===== src/rtl/sync_fifo_flags.sv =====
// sync_fifo_flags: single-clock parametrised FIFO with occupancy count,
// almost-full/almost-empty thresholds, sticky overflow/underflow flags and
// a synchronous clear.
//
// Build option: define SYNC_FIFO_FWFT_EN for first-word-fall-through reads
// (data_out shows mem[rd_ptr] combinationally, r_en pops). Without it,
// data_out is a register loaded on each accepted read (1-cycle latency).
//
// Flags and count are registered and always derived from the next count,
// never from pointer comparison, so full/empty are unambiguous across wrap.

module sync_fifo_flags #(
    parameter int unsigned DATA_WIDTH    = 8,
    parameter int unsigned DEPTH         = 16,
    parameter int unsigned AFULL_THRESH  = DEPTH - 2,
    parameter int unsigned AEMPTY_THRESH = 1,
    localparam int unsigned ADDR_W       = $clog2(DEPTH),
    localparam int unsigned CNT_W        = ADDR_W + 1
) (
    input  logic                  clk,
    input  logic                  rst_n,
    input  logic                  clr,
    input  logic                  w_en,
    input  logic [DATA_WIDTH-1:0] data_in,
    input  logic                  r_en,
    output logic [DATA_WIDTH-1:0] data_out,
    output logic                  full,
    output logic                  empty,
    output logic                  almost_full,
    output logic                  almost_empty,
    output logic [CNT_W-1:0]      count,
    output logic                  overflow,
    output logic                  underflow
);

    localparam logic [CNT_W-1:0] CNT_FULL   = CNT_W'(DEPTH);
    localparam logic [CNT_W-1:0] CNT_AFULL  = CNT_W'(AFULL_THRESH);
    localparam logic [CNT_W-1:0] CNT_AEMPTY = CNT_W'(AEMPTY_THRESH);
    localparam logic [CNT_W-1:0] CNT_ONE    = CNT_W'(1);

    logic [DATA_WIDTH-1:0] mem [DEPTH];

    // Pointers carry one extra wrap bit above the array index.
    logic [CNT_W-1:0]  wr_ptr;
    logic [CNT_W-1:0]  rd_ptr;
    logic [ADDR_W-1:0] wr_idx;
    logic [ADDR_W-1:0] rd_idx;

    logic              wr_acc_c;
    logic              rd_acc_c;
    logic [CNT_W-1:0]  count_nxt_c;

    assign wr_idx = wr_ptr[ADDR_W-1:0];
    assign rd_idx = rd_ptr[ADDR_W-1:0];

    // Acceptance from the registered flags, and the occupancy after this edge.
    always_comb begin
        wr_acc_c    = w_en & ~full;
        rd_acc_c    = r_en & ~empty;
        count_nxt_c = count;
        unique case ({wr_acc_c, rd_acc_c})
            2'b10:   count_nxt_c = count + CNT_ONE;
            2'b01:   count_nxt_c = count - CNT_ONE;
            default: count_nxt_c = count;
        endcase
    end

    // Pointers, count, status flags and sticky error flags.
    always_ff @(posedge clk or negedge rst_n) begin
        if (!rst_n) begin
            wr_ptr       <= '0;
            rd_ptr       <= '0;
            count        <= '0;
            full         <= 1'b0;
            empty        <= 1'b1;
            almost_full  <= 1'b0;
            almost_empty <= 1'b1;
            overflow     <= 1'b0;
            underflow    <= 1'b0;
        end else if (clr) begin
            wr_ptr       <= '0;
            rd_ptr       <= '0;
            count        <= '0;
            full         <= 1'b0;
            empty        <= 1'b1;
            almost_full  <= 1'b0;
            almost_empty <= 1'b1;
            overflow     <= 1'b0;
            underflow    <= 1'b0;
        end else begin
            if (wr_acc_c) begin
                wr_ptr <= wr_ptr + CNT_ONE;
            end
            if (rd_acc_c) begin
                rd_ptr <= rd_ptr + CNT_ONE;
            end
            count        <= count_nxt_c;
            full         <= (count_nxt_c == CNT_FULL);
            empty        <= (count_nxt_c == '0);
            almost_full  <= (count_nxt_c >= CNT_AFULL);
            almost_empty <= (count_nxt_c <= CNT_AEMPTY);
            overflow     <= overflow  | (w_en & full);
            underflow    <= underflow | (r_en & empty);
        end
    end

    // Storage array; contents survive clr and reset.
    always_ff @(posedge clk) begin
        if (wr_acc_c && !clr) begin
            mem[wr_idx] <= data_in;
        end
    end

`ifdef SYNC_FIFO_FWFT_EN
    // Head word presented combinationally; meaningless while empty.
    always_comb begin
        data_out = mem[rd_idx];
    end
`else
    // Registered read port: loads the head word on each accepted read.
    always_ff @(posedge clk or negedge rst_n) begin
        if (!rst_n) begin
            data_out <= '0;
        end else if (rd_acc_c && !clr) begin
            data_out <= mem[rd_idx];
        end
    end
`endif

endmodule


===== config.mk =====
export PLATFORM = sky130hd
export DESIGN_NAME = sync_fifo_flags
export DESIGN_NICKNAME = d
export VERILOG_FILES = /design/src/rtl/sync_fifo_flags.sv
export SDC_FILE = /design/constraint.sdc
export NUM_CORES = 1
export LEC_CHECK = 0
export CAP_MARGIN = 25
export CORE_MARGIN = 3
export CORE_UTILIZATION = 45
export CTS_BUF_LIST = sky130_fd_sc_hd__clkbuf_4 sky130_fd_sc_hd__clkbuf_8
export DETAILED_ROUTE_END_ITERATION = 10
export GPL_TIMING_DRIVEN = 0
export PLACE_DENSITY = 0.7
export SYNTH_ARGS = -nofsm -noshare
export SYNTH_HDL_FRONTEND = slang
export SYNTH_SLANG_ARGS = --single-unit

===== constraint.sdc =====
create_clock -name clk -period 7.25 [get_ports clk]
set_input_delay 1.0875 -clock clk [delete_from_list [all_inputs] [get_ports clk]]
set_output_delay 1.0875 -clock clk [all_outputs]
set_load 0.02 [all_outputs]

=== Yosys cells after proc, flatten, opt, wreduce, memory -nomap -nowiden ===
Memories as Yosys holds them, arrays and structs flattened. A register that Yosys moved wholly into a read port is not among the register bits.
Index checks and enable logic that the tools add are counted.

* Add/sub/neg operators: 4
* Reductions and logical operators: 7
* Eq/ne operators: 3
* Bitwise gates (word level): 8
* Order comparisons: 2
* Muxes and demuxes: 14

{| class="wikitable"
|+ Operators with widths
! kind !! count
|-
| 5-bit 2-to-1 mux || 5
|-
| 5-bit by 1-bit adder with 5-bit output (second input constant) || 3
|-
| 5-bit case mux with 2 select lines || 1
|-
| 1-bit 2-to-1 mux || 8
|-
| 5-bit == test (second input constant) || 1
|-
| 5-bit by 4-bit greater-or-equal comparator with 1-bit output (second input constant) || 1
|-
| 5-bit by 1-bit <= comparator with 1-bit output (second input constant) || 1
|-
| 5-bit zero test || 1
|-
| 5-bit by 1-bit subtractor with 5-bit output (second input constant) || 1
|-
| 1-bit AND || 4
|-
| 2-bit nonzero test || 2
|-
| 2-bit by 1-bit == test with 1-bit output (second input constant) || 1
|-
| 2-bit == test (second input constant) || 1
|-
| 1-bit logical AND || 2
|-
| 1-bit zero test || 2
|-
| 1-bit inverter || 2
|-
| 1-bit OR || 2
|}

* Flip-flop bits (word level): 21
* Memories: 1
* Output and inout bits: 19
* Bits in writable memories: 128
* Input bits: 13
* Word-level logic and storage cells: 48

{| class="wikitable"
|+ Memories
! memory !! words !! bits a word !! rd ports !! clocked after Yosys merged registers in !! wr ports !! line !! text
|-
| mem || 16 || 8 || 1 || 1 || 1 || 41 || <nowiki>logic [DATA_WIDTH-1:0] mem [DEPTH];</nowiki>
|}

=== Longest topological paths before layout ===
Gate-level depths: netlist (run 1).

* Depth in word-level cells: 6
* Gate-level depth with buffers: 11
* Depth with buffers taken out: 10

=== Least setup slack after synthesis (run 1) ===
Ideal clock, no wire load.

* Path type: input to register
* From: in w_en
* To: reg full
* Data arrival time: 3.214 ns
* Stages on the path: 10
* Library setup time: 0.120 ns
* Slack: 3.915 ns
* Buffers on the path: 1
* Data required time: 7.130 ns
* Cell sequence: nor2b_4 buf_6 nor2_1 xnor2_1 ha_1 a21o_1 or4_4 a41oi_4 mux2_4 and4_1

* Cells in the longest elaborated chain, start to end: 5
* Elaborated cells on any way between the ends: 6
* Classes of those cells: 3 x eq/ne; 2 x mux; 1 x bitwise

{| class="wikitable"
|+ RTL lines
! item !! line !! text
|-
| from (decl) || 23 || <nowiki>input logic w_en,</nowiki>
|-
| 1-bit AND * || 58 || <nowiki>wr_acc_c = w_en & ~full;</nowiki>
|-
| 2-bit by 1-bit == test with 1-bit output or 2-bit == test (tied branches) || 61 || <nowiki>unique case ({wr_acc_c, rd_acc_c})</nowiki>
|-
| 5-bit case mux with 2 select lines * || 61 ||
|-
| 5-bit == test * || 98 || <nowiki>full <= (count_nxt_c == CNT_FULL);</nowiki>
|-
| 1-bit 2-to-1 mux * || 80 || <nowiki>end else if (clr) begin</nowiki>
|-
| to (signal assigned) || 98 ||
|-
| to (decl) || 27 || <nowiki>output logic full,</nowiki>
|}

Mark *: on every way between the ends. The rest lies on a longest branch, timed or not.
A chain may end at the register's enable or synchronous reset.

=== Worst setup path in the final report (run 1) ===
* From: in w_en
* To: reg empty

* Cells in the longest elaborated chain, start to end: 5
* Elaborated cells on any way between the ends: 6
* Classes of those cells: 2 x eq/ne; 2 x mux; 1 x bitwise; 1 x reduce/logical

{| class="wikitable"
|+ RTL lines
! item !! line !! text
|-
| 1-bit AND * || 58 ||
|-
| 2-bit by 1-bit == test with 1-bit output or 2-bit == test (tied branches) || 61 ||
|-
| 5-bit case mux with 2 select lines * || 61 ||
|-
| 5-bit zero test * || 99 || <nowiki>empty <= (count_nxt_c == '0);</nowiki>
|-
| 1-bit 2-to-1 mux * || 80 ||
|-
| to (signal assigned) || 99 ||
|-
| to (decl) || 28 || <nowiki>output logic empty,</nowiki>
|}

Marks and branches as above.

==> qor.yml, run 1 <==
final_layout:
  final_net_count: 446
  design_area_mm2: 0.00734
  multi_input_comb_area_mm2: 0.00178
  fillers: 1123
  drive_gt1_frac: 0.203
  sequential_cell_area_mm2: 0.00452
  diodes: 0
  flow.area_growth_from_synthesis_pct: 14.0
  finalCoreUtilization: 0.527
route:
  drc: 0
  route.antenna.remaining_nets: 0
  via_count: 3474
  wire_per_inst_um: 21.4
  totalWireLength_mm: 13.2
  avgViaCountPerCell: 5.62
  dr.first_iter.drc_count: 267
  drt_pass1_iterations: 5
logic_synthesis:
  synthTopCellsByCount: "128 x edfxtp_1, 25 x dfrtp_1, 24 x mux4_2, 17 x and2_1"
  synth_edf_count: 128
  synth-warning-count: 0
  synthAdderAreaFrac: 0.0136
  synth.avg_cell_area_um2: 17.1
  synth_simple_gate_area_frac: 0.0651
  register_bit_total_from_synthesis: 155
  synthDistinctLibCells: 50
  synthMuxAreaShare: 0.116
  synth-seq-area-share: 0.703
  synthesis.instances: 376
  main_combinational_cell_family_by_area_after_synthesis: "multiplexers"
  syn-cell-area_mm2: 0.00643
  synth-compound-area-share: 0.0677
  post_synth_xor_area_fraction: 0.0136
  yosysMostFrequentCell: "edfxtp_1"
  total_nets_after_synthesis: 396
  synth_area_leaders: "edfxtp_1 60%, dfrtp_1 9.7%, mux4_2 8.4%"
  synth_top_flop_cell: "edfxtp_1"
  postSynth.asyncResetShare: 0.174
  post_synthesis_cell_type_with_the_largest_combined_area: "edfxtp_1"
  synthDominantCellAreaShare: 0.597
sta:
  layout_min_cycle_time_ns: 3.51
  tns_ns: 0
  final_period_util: 0.484
  rsz0062_at_grt: "no"
  max_freq_mhz: 285
  fin_worst_skew_ns: 0.00692
  final-hold-violation-count: 0
  maxSlewViolCount: 0
  setup_viol: 0
  post-route-worst-setup-slack_ns: 3.74
  tightestPinTransition_ns: 0.703
  max_slew_margin: 0.532
clocking:
  numClockSinks: 155
  holdBufCountCts: 0
  tritoncts.num_buffers: 17
  clkSlewWorstSetupHoldPaths_ns: 0.08
  post-cts-setup-buffers: 0
  clock_tree_from_tritoncts: "built"
  cts_root_buf: "clkbuf_8"
  clock_insertion_delay_worst_skew_ns: 0.45
  post_cts.resized_instances: 0
  cts_max_path_buffers: 2
  clock_tree.htree_level_count: 4
place:
  setup_slack_at_placement_ns: 3.27
  buffer_ports.inserted: 31
  placedInstanceArea_mm2: 0.00696
  post-dp-hpwl_mm: 8.80
  gp_congestion: 0.866
global_routing:
  global_route.overflow_total: 0
  met2_usage: 0.287
  grt_use_met1: 0.240
  initial_antenna_violation_count: 0
  grt_pass1_wl_mm: 21.0
  grt_util_met3: 0.0431
  busiest_layer: "met2"
  grt_start_max_net_pins: 28
  grt_usage: 0.178
  first_global_vias: 3730
pwr:
  power.density_mw_per_mm2: 290
  total_power_w: 0.00213
  fraction_of_power_consumed_by_combinational_cells: 0.218
  p_sw_w: 0.000583
  internal_power_w: 0.00154
  power.clock.fraction: 0.291
  share_seq_of_total_power: 0.491
  ir_drop_mv: 0.145
  netSwitchingFraction: 0.274
  power.leakage_nw: 2.46
setup_path:
  slowest_stage: "or4_4"
  critical_path.n_buffers_inverters: 2
  path_cells: "clkdlybuf4s50_1, nor2b_4, buf_6, nor2_1, xnor2_1, ha_1, a21o_1, or4_4, a41oi_4, mux2_4, a211oi_1"
  worstPathRequired_ns: 7.61
  cp-start-kind: "primary input"
  timing.rr.start: "full"
  slowest_delay_ns: 0.44
  timing.setup.critical_path_class: "in2reg"
  worst-r2r-cell-count: 10
  path_max_fanout: 7
  setup.worst_path.end_class: "register"
  timing.critical_path.depth: 11
  cpLargestDelayFamily: "simple AND/OR/NAND/NOR gates"
  worst_ep_arrival_ns: 3.87
  cp_launch_point: "w_en"
min_path:
  holdCritStartpoint: "data_out[6]"
  number_of_cells_traversed_by_the_worst_hold_path: 1
  hold_class: "reg2reg"
floorplanning:
  design.portCount: 32
  rows: 43
  floorplan.core_area_mm2: 0.0139
  floorplan.initialDensity: 0.462
  dieWidth_um: 126
  die_y_um: 126
  die_ar_mm2: 0.0158
outcome:
  run_status: "complete, no violations"
job:
  drv_cap: 0
logic make-up after synthesis:
group / after synthesis
flip-flops: 155
AND/OR/NAND/NOR: 73
AO/OA/AOI/OAI: 61
multiplexers: 42
buffers and inverters: 28
XOR/XNOR: 10
adder cells (fa/ha/maj): 7
through the flow:
stage,instances,hold slack [ns]
CTS,618,0.484
global route,618,0.493
floorplan,376,0.554
global placement,587,0.457
detailed placement,587,0.465
finish,618,0.479
worst reg2reg max path: stages, from the launching register on:
cell,delay [ns]
dfrtp_1,0.41
nor2b_4,0.05
buf_6,0.14
nor2_1,0.36
xnor2_1,0.12
ha_1,0.19
a21o_1,0.19
or4_4,0.44
a41oi_4,0.22
mux2_4,0.34
a211oi_1,0.22
registers in the layout (all words and copies together), names as in the netlist:
name,flops
data_out,8
wr_ptr,4
almost_empty,1
count,5
overflow,1
full,1
underflow,1
empty,1
mem,128
almost_full,1
rd_ptr,4
power by group through the flow:
stage	sequential (W)	combinational, W	clock, W
6_report	0.00104	0.000463	0.000620
5_1_grt	0.00105	0.000501	0.000666
4_1_cts	0.00105	0.000467	0.000632
3_5_place_dp	0.00107	0.000464	0
3_3_place_gp	0.00106	0.000460	0
2_1_floorplan	0.00111	0.000258	0
cell type report:
| class | count | area share |
|---|---|---|
| sequential | 155 | 0.616 |
| multi-input combinational | 193 | 0.242 |
| timing repair buffer | 31 | 0.0416 |
| clock buffer | 19 | 0.0339 |
| tap | 180 | 0.0307 |
| clock inverter | 12 | 0.0169 |
| buffer | 20 | 0.0124 |
| inverter | 8 | 0.00614 |
worst paths after layout:
path | end | slack, ns
worst min register to register | data_out[6] | 0.48
worst max-delay path | empty | 3.74
worst min-delay path | data_out[6] | 0.48
max in group asynchronous | rd_ptr[3] | 6.12
worst max register to register | empty | 4.48
min in group asynchronous | wr_ptr[0] | 0.68
per-layer routing:
layer,share of wire,wire [um]
met2,0.50,6570
met1,0.43,5630
met4,0.017,222
met3,0.059,783
met5,0,0
layout by cell type (no fill, tap or decap), types with 3 or more instances in the layout:
master | synthesis | routed
a211oi_1 | 10 | 10
edfxtp_1 | 128 | 128
mux4_2 | 24 | 24
nor2b_1 | 4 | 4
clkbuf_8 | 0 | 17
o21ai_0 | 9 | 9
clkinvlp_4 | 0 | 4
clkinv_1 | 0 | 3
dfrtp_1 | 25 | 25
clkdlybuf4s50_1 | 0 | 30
clkbuf_1 | 11 | 11
xnor2_1 | 6 | 6
inv_1 | 6 | 6
nand3_1 | 4 | 4
buf_2 | 4 | 5
buf_1 | 3 | 3
o22ai_1 | 9 | 9
nand2_1 | 16 | 16
nor2_1 | 14 | 14
a21o_1 | 10 | 10
a22oi_1 | 8 | 8
ha_1 | 7 | 7
and2_1 | 17 | 17
xor2_1 | 4 | 4
a21oi_1 | 7 | 7
mux2_2 | 16 | 16
(Power assumes the default switching activity.)
==> run 2: changes to the inputs <==
--- a/config.mk
+++ b/config.mk
@@ -11,7 +11,7 @@
 export CTS_BUF_LIST = sky130_fd_sc_hd__clkbuf_4 sky130_fd_sc_hd__clkbuf_8
 export DETAILED_ROUTE_END_ITERATION = 10
 export GPL_TIMING_DRIVEN = 0
-export PLACE_DENSITY = 0.7
+export PLACE_DENSITY = 0.72
 export SYNTH_ARGS = -nofsm -noshare
 export SYNTH_HDL_FRONTEND = slang
 export SYNTH_SLANG_ARGS = --single-unit
==> constraint.sdc (replaced) <==
create_clock -name clk -period 3.1 [get_ports clk]
set_input_delay 0.465 -clock clk [delete_from_list [all_inputs] [get_ports clk]]
set_output_delay 0.465 -clock clk [all_outputs]
set_load 0.02 [all_outputs]
==> qor.yml, run 2 (synthesis gave the netlist of run 1 again) <==
place:
  gp_congestion: 0.882  # +1.8%
  post-dp-hpwl_mm: 8.85  # +0.58%
  buffer_ports.inserted: 31  # unchanged
  placedInstanceArea_mm2: 0.00698  # +0.29%
  setup_slack_at_placement_ns: -0.298  # -3.57 ns
sta:
  maxSlewViolCount: 0  # unchanged
  max_slew_margin: 0.517  # -0.0148
  tightestPinTransition_ns: 0.723  # +0.0199 ns
  setup_viol: 0  # unchanged
  final_period_util: 0.948
  max_freq_mhz: 340
  fin_worst_skew_ns: 0.00923  # +0.00232 ns
  layout_min_cycle_time_ns: 2.94
  final-hold-violation-count: 0  # unchanged
  rsz0062_at_grt: "no"
  post-route-worst-setup-slack_ns: 0.163  # -3.58 ns
clocking:
  post-cts-setup-buffers: 0  # unchanged
  numClockSinks: 155  # unchanged
  cts_max_path_buffers: 2  # unchanged
  cts_root_buf: "clkbuf_8"
  clock_tree.htree_level_count: 4  # unchanged
  clock_insertion_delay_worst_skew_ns: 0.44  # about the same
  clock_tree_from_tritoncts: "built"
  tritoncts.num_buffers: 17  # unchanged
  holdBufCountCts: 0  # unchanged
  clkSlewWorstSetupHoldPaths_ns: 0.08  # about the same
  post_cts.resized_instances: 0  # unchanged
global_routing:
  grt_start_max_net_pins: 17  # -39%
  initial_antenna_violation_count: 0  # unchanged
  grt_pass1_wl_mm: 20.1  # -4.3%
  first_global_vias: 3687  # -1.2%
  global_route.overflow_total: 0  # unchanged
  grt_usage: 0.170  # -0.00782
min_path:
  hold_class: "in2async"
final_layout:
  largest_registers: "mem (128), data_out (8), count (5)"
  flow.area_growth_from_synthesis_pct: 14.2
  final_net_count: 447  # +0.22%
  drive_gt1_frac: 0.202  # -0.000924
  diodes: 0  # unchanged
  fillers: 1112  # -0.98%
  layout_commonest_cell: "edfxtp_1"
  final_cell_mix: "128 x edfxtp_1, 31 x clkdlybuf4s50_1, 25 x dfrtp_1, 24 x mux4_2, 23 x clkbuf_8"
  design_area_mm2: 0.00735  # +0.15%
  max_reg_flops: 128  # unchanged
  largest_register: "mem"
  finalCoreUtilization: 0.527  # +0.000808
floorplanning:
  floorplan.initialDensity: 0.462  # unchanged
  floorplan.core_area_mm2: 0.0139  # unchanged
  dieWidth_um: 126  # unchanged
  design.portCount: 32  # unchanged
  die_y_um: 126  # unchanged
  rows: 43  # unchanged
  die_ar_mm2: 0.0158  # unchanged
route:
  wire_per_inst_um: 20.7  # -2.9%
  dr.first_iter.drc_count: 426  # +60%
  avgViaCountPerCell: 5.74  # +2.1%
  via_count: 3557  # +2.4%
  drt_pass1_iterations: 5  # unchanged
  totalWireLength_mm: 12.9  # -2.6%
  route.antenna.remaining_nets: 0  # unchanged
  drc: 0  # unchanged
setup_path:
  slowest_delay_ns: 0.44  # about the same
  worst_ep_arrival_ns: 3.27  # -0.60 ns
  cp-start-kind: "primary input"
  timing.setup.critical_path_class: "in2reg"
  setup.worst_path.end_class: "register"
  slowest_stage: "or4_4"
  path_max_fanout: 7  # unchanged
  path_cells: "clkdlybuf4s50_1, nor2b_4, buf_6, nor2_1, xnor2_1, ha_1, a21o_1, or4_4, a41oi_4, mux2_4, and4_1"
  worstPathRequired_ns: 3.43  # -4.18 ns
outcome:
  run_status: "complete, no violations"
pwr:
  power.leakage_nw: 2.47  # +0.56%
  ir_drop_mv: 0.299  # +110%
  power.density_mw_per_mm2: 667  # +130%
job:
  drv_cap: 0  # unchanged
[run 2: cell count changes in the layout (fill, tap and decap cells not counted), sizes merged]
cell / delta
clkdlybuf4s50: +1
bufinv: -2
clkinv: +2
clkinvlp: -2
inv: -2
clkbuf: +5
[run 2: final timing paths]
| path | start | to | slack [ns] | cells after the start |
|---|---|---|---|---|
| max | w_en | full | 0.16 | 11 |
| min | rst_n | almost_full | 0.39 | 1 |
| max reg2reg | full | full | 0.28 | 10 |
| min reg2reg | data_out[4] | data_out[4] | 0.49 | 1 |
| max in group asynchronous | rst_n | data_out[5] | 2.19 | 2 |
| min in group clk | data_out[4] | data_out[4] | 0.49 | 1 |
[run 2: area by class of cell]
type                            count  area [um2]  share of cell area
Clock inverter                      8        40.0             0.00545
Inverter                            8        45.0             0.00613
Clock buffer                       24         324              0.0441
Sequential cell                   155        4520               0.615
Buffer                             20        91.3              0.0124
Timing Repair Buffer               32         325              0.0443
Tap cell                          180         225              0.0306
Multi-Input combinational cell    193        1780               0.242
[run 2: metrics by stage]
| step | instances | TNS, ns | hold slack (ns) | power (W) |
|---|---|---|---|---|
| after floorplan | 376 | 0 | 0.169 | 0.00319 |
| after global placement | 587 | -0.606 | 0.461 | 0.00357 |
| after detailed placement | 588 | -0.800 | 0.471 | 0.00360 |
| after CTS | 620 | 0 | 0.384 | 0.00495 |
| after global routing | 620 | 0 | 0.410 | 0.00511 |
| final | 620 | 0 | 0.386 | 0.00490 |
[run 2: routing by layer]
layer  routed length, um  part of all wire  global-route usage  vias to the layer above
li1                    -                 -                   -                     1574
met1                5490              0.43               0.224                     1814
met2                6200              0.48               0.271                      141
met3                 793             0.062              0.0436                       28
met4                 374             0.029              0.0727                        0
met5                   0                 0                   0                        -
[run 2: power breakdown]
part / leakage, nW / switching [W] / internal (W)
logic: 0.784 / 0.000582 / 0.000522
registers: 1.51 / 0.0000754 / 0.00237
clock network: 0.184 / 0.000670 / 0.000677
total: 2.47 / 0.00133 / 0.00357
[run 2: worst max-delay path, delay by kind of cell]
kind / cells / cell delay (ns)
adders and majority gates: 1 / 0.19
xor gates and xnor gates: 1 / 0.12
muxes: 1 / 0.34
and+or+nand+nor: 4 / 1.15
AOI/OAI and AO/OA: 2 / 0.43
buffers and inverters: 2 / 0.57
